$ cat src/rtl/prescaled_digit_counter_if.sv
// Control and status bundle for prescaled_digit_counter.
// The counter takes the slave side; the driving logic takes the master side.
interface prescaled_digit_counter_if #(
   parameter int DIGITS = 2
);
   logic                  ena;
   logic [7:0]            cmp;
   logic                  up;
   logic                  load;
   logic [4*DIGITS-1:0]   load_val;
   logic [4*DIGITS-1:0]   count;
   logic                  tick;
   logic                  wrap;

   modport master (
      output ena,
      output cmp,
      output up,
      output load,
      output load_val,
      input  count,
      input  tick,
      input  wrap
   );

   modport slave (
      input  ena,
      input  cmp,
      input  up,
      input  load,
      input  load_val,
      output count,
      output tick,
      output wrap
   );
endinterface

$ cat src/rtl/prescaled_digit_counter.sv
// Programmable prescaler driving a chain of radix-MODULUS up/down digits.
// Load, step tick and chain wrap are all registered on the same edge.
module prescaled_digit_counter #(
   parameter int DIGITS     = 2,
   parameter int MODULUS    = 10,
   parameter int PRESCALE_W = 24,
   parameter int CMP_SHIFT  = 10
) (
   input  logic                  clk,
   input  logic                  rst_n,
   prescaled_digit_counter_if.slave bus
);

   localparam int         CW    = 4 * DIGITS;
   localparam logic [3:0] D_MAX = 4'(MODULUS - 1);

   logic [PRESCALE_W-1:0] prescaler;
   logic [PRESCALE_W-1:0] compare;
   logic                  match;

   logic [CW-1:0]         count_q;
   logic                  tick_q;
   logic                  wrap_q;

   logic [CW-1:0]         step_count;
   logic                  step_out;
   logic [CW-1:0]         load_count;

   always_comb begin
      compare = PRESCALE_W'(bus.cmp) << CMP_SHIFT;
      match   = (prescaler >= compare);
   end

   // Carry/borrow ripples from digit 0 upward within one edge.
   always_comb begin
      logic       c;
      logic [3:0] d;
      step_count = count_q;
      c          = 1'b1;
      for (int i = 0; i < DIGITS; i++) begin
         d = count_q[4*i +: 4];
         if (c) begin
            if (bus.up) begin
               if (d >= D_MAX) begin
                  step_count[4*i +: 4] = 4'd0;
                  c                    = 1'b1;
               end else begin
                  step_count[4*i +: 4] = d + 4'd1;
                  c                    = 1'b0;
               end
            end else begin
               if (d == 4'd0) begin
                  step_count[4*i +: 4] = D_MAX;
                  c                    = 1'b1;
               end else begin
                  step_count[4*i +: 4] = d - 4'd1;
                  c                    = 1'b0;
               end
            end
         end
      end
      step_out = c;
   end

   // Out-of-range load fields saturate so no digit can reach MODULUS.
   always_comb begin
      logic [3:0] f;
      load_count = '0;
      for (int i = 0; i < DIGITS; i++) begin
         f = bus.load_val[4*i +: 4];
         load_count[4*i +: 4] = (f > D_MAX) ? D_MAX : f;
      end
   end

   always_ff @(posedge clk or negedge rst_n) begin
      if (!rst_n) begin
         prescaler <= '0;
         count_q   <= '0;
         tick_q    <= 1'b0;
         wrap_q    <= 1'b0;
      end else if (bus.load) begin
         prescaler <= '0;
         count_q   <= load_count;
         tick_q    <= 1'b0;
         wrap_q    <= 1'b0;
      end else if (bus.ena) begin
         if (match) begin
            prescaler <= '0;
            count_q   <= step_count;
            tick_q    <= 1'b1;
            wrap_q    <= step_out;
         end else begin
            prescaler <= prescaler + 1'b1;
            tick_q    <= 1'b0;
            wrap_q    <= 1'b0;
         end
      end else begin
         tick_q <= 1'b0;
         wrap_q <= 1'b0;
      end
   end

   assign bus.count = count_q;
   assign bus.tick  = tick_q;
   assign bus.wrap  = wrap_q;

endmodule

$ cat src/flat_wrapper.sv
// flat-port wrapper written by rule: the top's interface ports become plain ports
module prescaled_digit_counter_flat 
#(
   parameter int DIGITS     = 2,
   parameter int MODULUS    = 10,
   parameter int PRESCALE_W = 24,
   parameter int CMP_SHIFT  = 10
)
  (clk, rst_n, bus_ena, bus_cmp, bus_up, bus_load, bus_load_val, bus_count, bus_tick, bus_wrap);
  prescaled_digit_counter_if #(.DIGITS(DIGITS)) bus_i ();
  input  logic clk;
  input  logic rst_n;
  input wire logic [$bits(bus_i.ena)-1:0] bus_ena;
  input wire logic [$bits(bus_i.cmp)-1:0] bus_cmp;
  input wire logic [$bits(bus_i.up)-1:0] bus_up;
  input wire logic [$bits(bus_i.load)-1:0] bus_load;
  input wire logic [$bits(bus_i.load_val)-1:0] bus_load_val;
  output wire logic [$bits(bus_i.count)-1:0] bus_count;
  output wire logic [$bits(bus_i.tick)-1:0] bus_tick;
  output wire logic [$bits(bus_i.wrap)-1:0] bus_wrap;
  assign bus_i.ena = bus_ena;
  assign bus_i.cmp = bus_cmp;
  assign bus_i.up = bus_up;
  assign bus_i.load = bus_load;
  assign bus_i.load_val = bus_load_val;
  assign bus_count = bus_i.count;
  assign bus_tick = bus_i.tick;
  assign bus_wrap = bus_i.wrap;
  prescaled_digit_counter #(.DIGITS(DIGITS), .MODULUS(MODULUS), .PRESCALE_W(PRESCALE_W), .CMP_SHIFT(CMP_SHIFT)) u_core (.clk(clk), .rst_n(rst_n), .bus(bus_i));
endmodule
$ cat config.mk
export PLATFORM = sky130hd
export DESIGN_NAME = prescaled_digit_counter_flat
export DESIGN_NICKNAME = d
export VERILOG_FILES = /design/src/rtl/prescaled_digit_counter_if.sv /design/src/rtl/prescaled_digit_counter.sv /design/src/flat_wrapper.sv
export SDC_FILE = /design/constraint.sdc
export NUM_CORES = 1
export LEC_CHECK = 0
export ABC_AREA = 1
export ABC_CLOCK_PERIOD_IN_PS = 1650
export CAP_MARGIN = 20
export CORE_MARGIN = 1.5
export CORE_UTILIZATION = 51
export CTS_BUF_LIST = sky130_fd_sc_hd__clkbuf_4 sky130_fd_sc_hd__clkbuf_8
export CTS_CLUSTER_DIAMETER = 80
export DETAILED_ROUTE_END_ITERATION = 10
export PLACE_DENSITY = 0.74
export SKIP_LAST_GASP = 1
export SLEW_MARGIN = 15
export SYNTH_ARGS = -nofsm -noshare
export SYNTH_HDL_FRONTEND = slang
export SYNTH_SLANG_ARGS = --single-unit
export TNS_END_PERCENT = 100
$ cat constraint.sdc
create_clock -name clk -period 1.65 [get_ports clk]
set_clock_uncertainty 0.05 [all_clocks]
set_input_delay 0.2475 -clock clk [delete_from_list [all_inputs] [get_ports clk]]
set_output_delay 0.2475 -clock clk [all_outputs]
set_load 0.05 [all_outputs]
==> impl_metrics.csv, run 1 <==
group,metric,value,unit
run_status,status,"finished with violations",
run_status,violations,"setup timing",
global_routing,first_global_vias,2287,
cells_and_area,num-nets-final,444,
placed_design,dp_slack,-586,ps
synthesis,ys_types,29,
cts,cts.clk_slew.worst_paths,70,ps
synthesis,yosysTopAreaCellShare,35.9,%
cells_and_area,fin_util,77.6,%
floorplanning,chipWidth,71.2,um
cells_and_area,nFillCells,310,
synthesis,synth_most_common_cell,"nand2_1",
global_routing,antenna_found_initial,0,
global_routing,grtUsageTotal,25.0,%
cts,clockBufferDepth,2,
synthesis,synth_area,0.00237,mm2
synthesis,syn_area_per_cell,7.23,um2
floorplanning,rows,24,
drt,first_pass_iters,5,
timing,maxSlewHeadroom,71.4,%
timing,setup_viol,25,
synthesis,synth_common_cells,"73 x nand2_1, 50 x nor2_1, 47 x inv_1, 34 x dfrtp_1, 29 x nand3_1",
cts,clockRootBuffer,"clkbuf_8",
cells_and_area,syn2layout_area_growth,44.5,%
timing,fmax,587,MHz
timing,period_share,103,%
timing,fin_ws,-53.3,ps
synthesis,synth_edf_count,0,
drt,routedWlPerCell,13.3,um
floorplanning,dieArea,0.00507,mm2
power,p_leak,1.66,nW
drt,ant_nets,0,
setup_path,critPathSlowestCell,"dfrtp_1",
synthesis,synth.largest_area_cell,"dfrtp_1",
timing,tightest_slew,428,ps
synthesis,postSynth.asyncResetShare,100,%
setup_path,path_cells,"ha_4, a21oi_1, nand3_2, nand2_2, nand3_4, buf_4, nor2_1, nand3_1, o21ai_0",
cells_and_area,drive_above_1_share,33.4,%
setup_path,worstPathMaxFanout,3,
global_routing,grt_max_degree,35,
global_routing,gr-total-overflow,0,
power,power.density,713,mW/mm2
synthesis,syn_inst,328,
setup_path,required,1800,ps
placed_design,routabilityCongestion,0.923,
timing,slew_violations,0,
floorplanning,die_y,71.2,um
timing,finalHoldViolations,0,
timing,period_minus_slack,1700,ps
floorplanning,ios,31,
drt,drc_errors,0,
floorplanning,initial_core_util,53.7,%
floorplanning,core_area,0.00441,mm2
power,ir_drop,0.487,mV
cells_and_area,diodes,0,
cts,clock_latency,290,ps
global_routing,grt_pass1_wl,10000,um
placed_design,portBuffers,30,
drt,initialDrtViolationCount,141,
synthesis,synth_nets,366,
placed_design,dpl.hpwl,4200,um
synthesis,synth_area_leaders,"dfrtp_1 36%, nand2_1 12%, ha_1 9.0%, nor2_1 7.9%, inv_1 7.4%",
cts,numCtsBuffers,5,
setup_path,path_class,"register to register",
drt,routed_wl,6100,um
setup_path,end_kind,"register",
synthesis,ys.warnings.count,0,
synthesis,seq_area_frac_synth,35.9,%
synthesis,ys_ff_latch,34,
flow_run,drv_cap,0,
setup_path,r2r_cells,9,
cts,htreeDepth,2,
cts,cts.sinks,34,
setup_path,crit_arrival,1860,ps
setup_path,critPathLaunchType,"register",
timing,rsz0062_at_grt,"yes",
cts,cts_tree,"built",
setup_path,max_stage_delay,420,ps
drt,viasPerCell,5.27,
synthesis,synth_ff_type,"dfrtp_1",
cts,cts_hold_buffers,0,
drt,via_count,2420,
worst_hold_path,hold_class,"input port to asynchronous set/reset pin",
## flip-flops by register name, summed over array words and instances, names as in the netlist
name              count
u_core.bus.tick       1
u_core.bus.wrap       1
u_core.prescaler     24
u_core.bus.count      8
## layout by cell type, fill, tap and decap left out, drive strengths merged, types with 2 or more instances in the layout
master / instances
xor2: 11
nor3: 7
clkinv: 3
clkbuf: 6
buf: 53
xnor2: 4
o21ai: 20
inv: 49
clkdlybuf4s50: 13
ha: 17
a21oi: 5
a31oi: 2
nand4: 7
dfrtp: 34
nor2: 54
nand3: 31
nand2: 81
dlygate4sd2: 7
## critical path, delay by kind of cell, from the launching register on
kind | cells | cell delay (ps)
AND/OR/NAND/NOR | 5 | 480
flip-flops | 1 | 420
AO/OA/AOI/OAI | 2 | 270
adder cells (fa/ha/maj) | 1 | 230
buffers and inverters | 1 | 170
## kinds of logic (layout without fill, tap and decap cells)
kind of cell	Yosys count	after routing	share of synthesized area, %
AND/OR/NAND/NOR	178	180	33.5
buffers and inverters	54	131	9.13
flip-flops	34	34	35.9
AO/OA/AOI/OAI	30	30	7.02
adder cells (fa/ha/maj)	17	17	8.97
XOR/XNOR	15	15	5.54
## layout make-up
class	instances	area, um2	share of cell area (%)
Clock buffer	6	76.3	2.23
Clock inverter	2	13.8	0.402
Inverter	50	195	5.70
Multi-Input combinational cell	242	1580	46.0
Sequential cell	34	857	25.0
Tap cell	52	65.1	1.90
Timing Repair Buffer	73	643	18.8
## per-layer routing
metal,share of wire [%],routed length [um],track usage [%]
met1,42,2580,32.6
met2,51,3120,42.2
met3,4.9,299,3.28
met4,1.8,108,9.85
met5,0,0,0
## metrics by stage
step                      power [mW]  setup TNS (ps)  std cells  hold WS (ps)  cell area (um2)
after floorplan                 1.40           -10.0        328         -98.1             2410
after detailed placement        1.76          -13700        442           435             3040
after global routing            2.57           -4200        459           379             3430
final                           2.44            -771        459           315             3430
after global placement          1.75          -11990        442           433             3040
after CTS                       2.39           -1480        454           325             3280
## timing repair
| action | CTS | global route |
|---|---|---|
| gates cloned | 2 | 0 |
| pin swaps | 13 | 15 |
| setup buffers | 2 | 5 |
| endpoints found under the setup margin | 27 | 29 |
| gates resized for setup | 27 | 41 |
| hold endpoints to repair | 0 | 0 |
## power breakdown
part	total (mW)	switching [mW]	internal (mW)	leakage [nW]
sequential	0.922	0.0468	0.875	0.457
combinational	0.899	0.509	0.390	1.16
clock	0.623	0.309	0.314	0.0486
## path summary, 6_finish.rpt
kind / start / end / slack, ps
max: u_core.prescaler[15] / u_core.prescaler[1] / -50
min: rst_n / u_core.prescaler[9] / 310
max reg2reg: u_core.prescaler[15] / u_core.prescaler[1] / -50
min reg2reg: u_core.prescaler[22] / u_core.prescaler[22] / 450
max in group asynchronous: rst_n / u_core.bus.count[4] / 910
min in group clk: u_core.prescaler[22] / u_core.prescaler[22] / 450
(Power assumes the default switching activity.)
==> inputs of run 2 (changes only) <==
--- a/config.mk
+++ b/config.mk
@@ -8,12 +8,12 @@
 export ABC_AREA = 1
 export ABC_CLOCK_PERIOD_IN_PS = 1650
 export CAP_MARGIN = 20
-export CORE_MARGIN = 1.5
 export CORE_UTILIZATION = 51
 export CTS_BUF_LIST = sky130_fd_sc_hd__clkbuf_4 sky130_fd_sc_hd__clkbuf_8
 export CTS_CLUSTER_DIAMETER = 80
 export DETAILED_ROUTE_END_ITERATION = 10
-export PLACE_DENSITY = 0.74
+export DONT_BUFFER_PORTS = 1
+export PLACE_DENSITY = 0.65
 export SKIP_LAST_GASP = 1
 export SLEW_MARGIN = 15
 export SYNTH_ARGS = -nofsm -noshare
==> run 2 against run 1 <==
Compared with the run above:
- the flow still finishes with violations (setup timing)
- critical path depth rose by 3
- hold slack got worse by 260 ps
- sequential share of layout area is 3.9 points higher
- combinational power shrank 26%
- count of clock-buffer cells in the layout unchanged
- non-clock buffer count shrank 45
- register-to-register slack worse by 60 ps
- largest power group unchanged
- clock power is 3% higher
- worst setup slack worse by 55 ps
- critical endpoint is now u_core.bus.count[7]
==> impl_metrics.csv, run 2 (synthesis results as in run 1) <==
group,metric,value,unit
timing,rsz0062_at_grt,"yes",
timing,period_share,107,%
timing,fin_ws,-108,ps
power,ir_drop,0.478,mV
timing,maxSlewHeadroom,70.7,%
floorplanning,rows,24,
timing,tns,-758,ps
timing,finalHoldViolations,0,
power,p_leak,1.45,nW
timing,slew_violations,0,
cts,cts.clk_slew.worst_paths,70,ps
floorplanning,dieArea,0.00493,mm2
timing,period_minus_slack,1760,ps
drt,viasPerCell,5.23,
cts,cts.sinks,34,
cells_and_area,largest_register,"u_core.prescaler",
cells_and_area,final_common_cell,"nand2_1",
cts,numCtsBuffers,5,
drt,first_pass_iters,4,
global_routing,grt_max_degree,35,
placed_design,portBuffers,0,
setup_path,end_kind,"register",
worst_hold_path,hold_class,"input port to register",
placed_design,dp_slack,-194,ps
timing,tightest_slew,440,ps
setup_path,max_stage_delay,410,ps
drt,routedWlPerCell,12.8,um
setup_path,critPathLaunchType,"register",
cells_and_area,num-nets-final,398,
global_routing,grt_pass1_wl,9030,um
cts,clockBufferDepth,2,
cells_and_area,diodes,0,
timing,setup_viol,15,
setup_path,worstPathMaxFanout,5,
run_status,status,"finished with violations",
cells_and_area,drive_above_1_share,25.8,%
cells_and_area,largest_reg_flops,24,
floorplanning,core_area,0.00441,mm2
setup_path,critPathSlowestCell,"dfrtp_1",
power,swShare,35.3,%
power,power_switching,0.786,mW
setup_path,crit_arrival,1890,ps
floorplanning,chipWidth,70.2,um
setup_path,path_cells,"ha_4, nand2_2, nand2_2, nand2_2, nand3_2, nand2_1, nand3_2, buf_6, nand3_4, nand2_4, nand2_2, nand2_2",
floorplanning,die_y,70.2,um
setup_path,cp_top_family,"simple AND/OR/NAND/NOR gates",
global_routing,gr-total-overflow,0,
cts,htreeDepth,2,
setup_path,r2r_slack,-110,ps
floorplanning,initial_core_util,53.7,%
drt,ant_nets,0,
cts,clockRootBuffer,"clkbuf_8",
setup_path,cpMostUsedCell,"nand2_2",
setup_path,path_buf_inv,1,
flow_run,drv_cap,0,
setup_path,path_class,"register to register",
placed_design,dpl.hpwl,3770,um
global_routing,grtUsageTotal,23.0,%
cells_and_area,syn2layout_area_growth,25.0,%
placed_design,routabilityCongestion,0.887,
cts,cts_tree,"built",
drt,initialDrtViolationCount,143,
power,power.density,752,mW/mm2
global_routing,antenna_found_initial,0,
power,clockPowerShare,28.8,%
floorplanning,ios,31,
global_routing,first_global_vias,2120,
power,finalPower,2.23,mW
drt,via_count,2161,
drt,routed_wl,5300,um
power,sequentialPowerShare,41.3,%
power,p_comb_share,29.9,%
run_status,violations,"setup timing",
timing,hold_ws,55.7,ps
timing,fmax,569,MHz
drt,drc_errors,0,
cts,clock_latency,290,ps
setup_path,required,1780,ps
cells_and_area,final_cell_mix,"61 x nand2_1, 44 x nor2_1, 42 x inv_1, 29 x dfrtp_1, 28 x nand3_1",
power,p_int,1.44,mW
-- run 2: cell count changes in the layout (fill, tap and decap cells not counted), sizes merged --
cell	previous run	this run
clkinvlp	0	1
buf	53	27
clkinv	3	2
dlygate4sd3	0	1
clkdlybuf4s50	13	0
dlygate4sd2	7	0
nand2	81	80
-- run 2: stage by stage --
stage	instances	util, %	instance area [um2]
final	413	67.1	2960
after global routing	413	67.1	2960
after CTS	410	65.2	2880
after detailed placement	397	58.9	2600
after global placement	397	58.9	2600
after floorplan	328	-	2410
-- run 2: routing by layer --
layer | up-vias | track usage, % | routed length, um
li1 | 1107 | - | -
met1 | 984 | 26.9 | 2260
met2 | 56 | 41.6 | 2710
met3 | 14 | 4.18 | 208
met4 | 0 | 8.89 | 119
met5 | - | 0 | 0
-- run 2: repair_timing --
action,CTS,global route
pin swaps,22,21
setup buffers,3,2
gates resized for setup,24,18
setup endpoints to repair,29,29
hold buffers,2,0
endpoints found under the hold margin,34,0
cloned,0,1
-- run 2: power by group through the flow --
stage	logic [mW]	clock network [mW]	registers [mW]
after floorplan	0.336	0	1.06
after global placement	0.599	0	0.935
after detailed placement	0.604	0	0.933
after CTS	0.644	0.656	0.919
after global routing	0.740	0.698	0.924
final	0.665	0.642	0.920
-- run 2: final timing paths --
kind / from / end / depth (start not counted)
setup / recovery: u_core.prescaler[13] / u_core.bus.count[7] / 12
hold / removal: bus_ena / u_core.prescaler[1] / 2
setup reg to reg: u_core.prescaler[13] / u_core.bus.count[7] / 12
hold reg to reg: u_core.prescaler[21] / u_core.prescaler[21] / 2
max in group asynchronous: rst_n / u_core.bus.count[0] / 2
min in group asynchronous: rst_n / u_core.prescaler[16] / 2
-- run 2: area by class of cell --
class	count	area, um2
Multi-Input combinational cell	241	1520
Fill cell	381	1450
Sequential cell	34	857
Timing Repair Buffer	28	233
Inverter	50	195
Clock buffer	6	82.6
Tap cell	52	65.1
Clock inverter	2	12.5
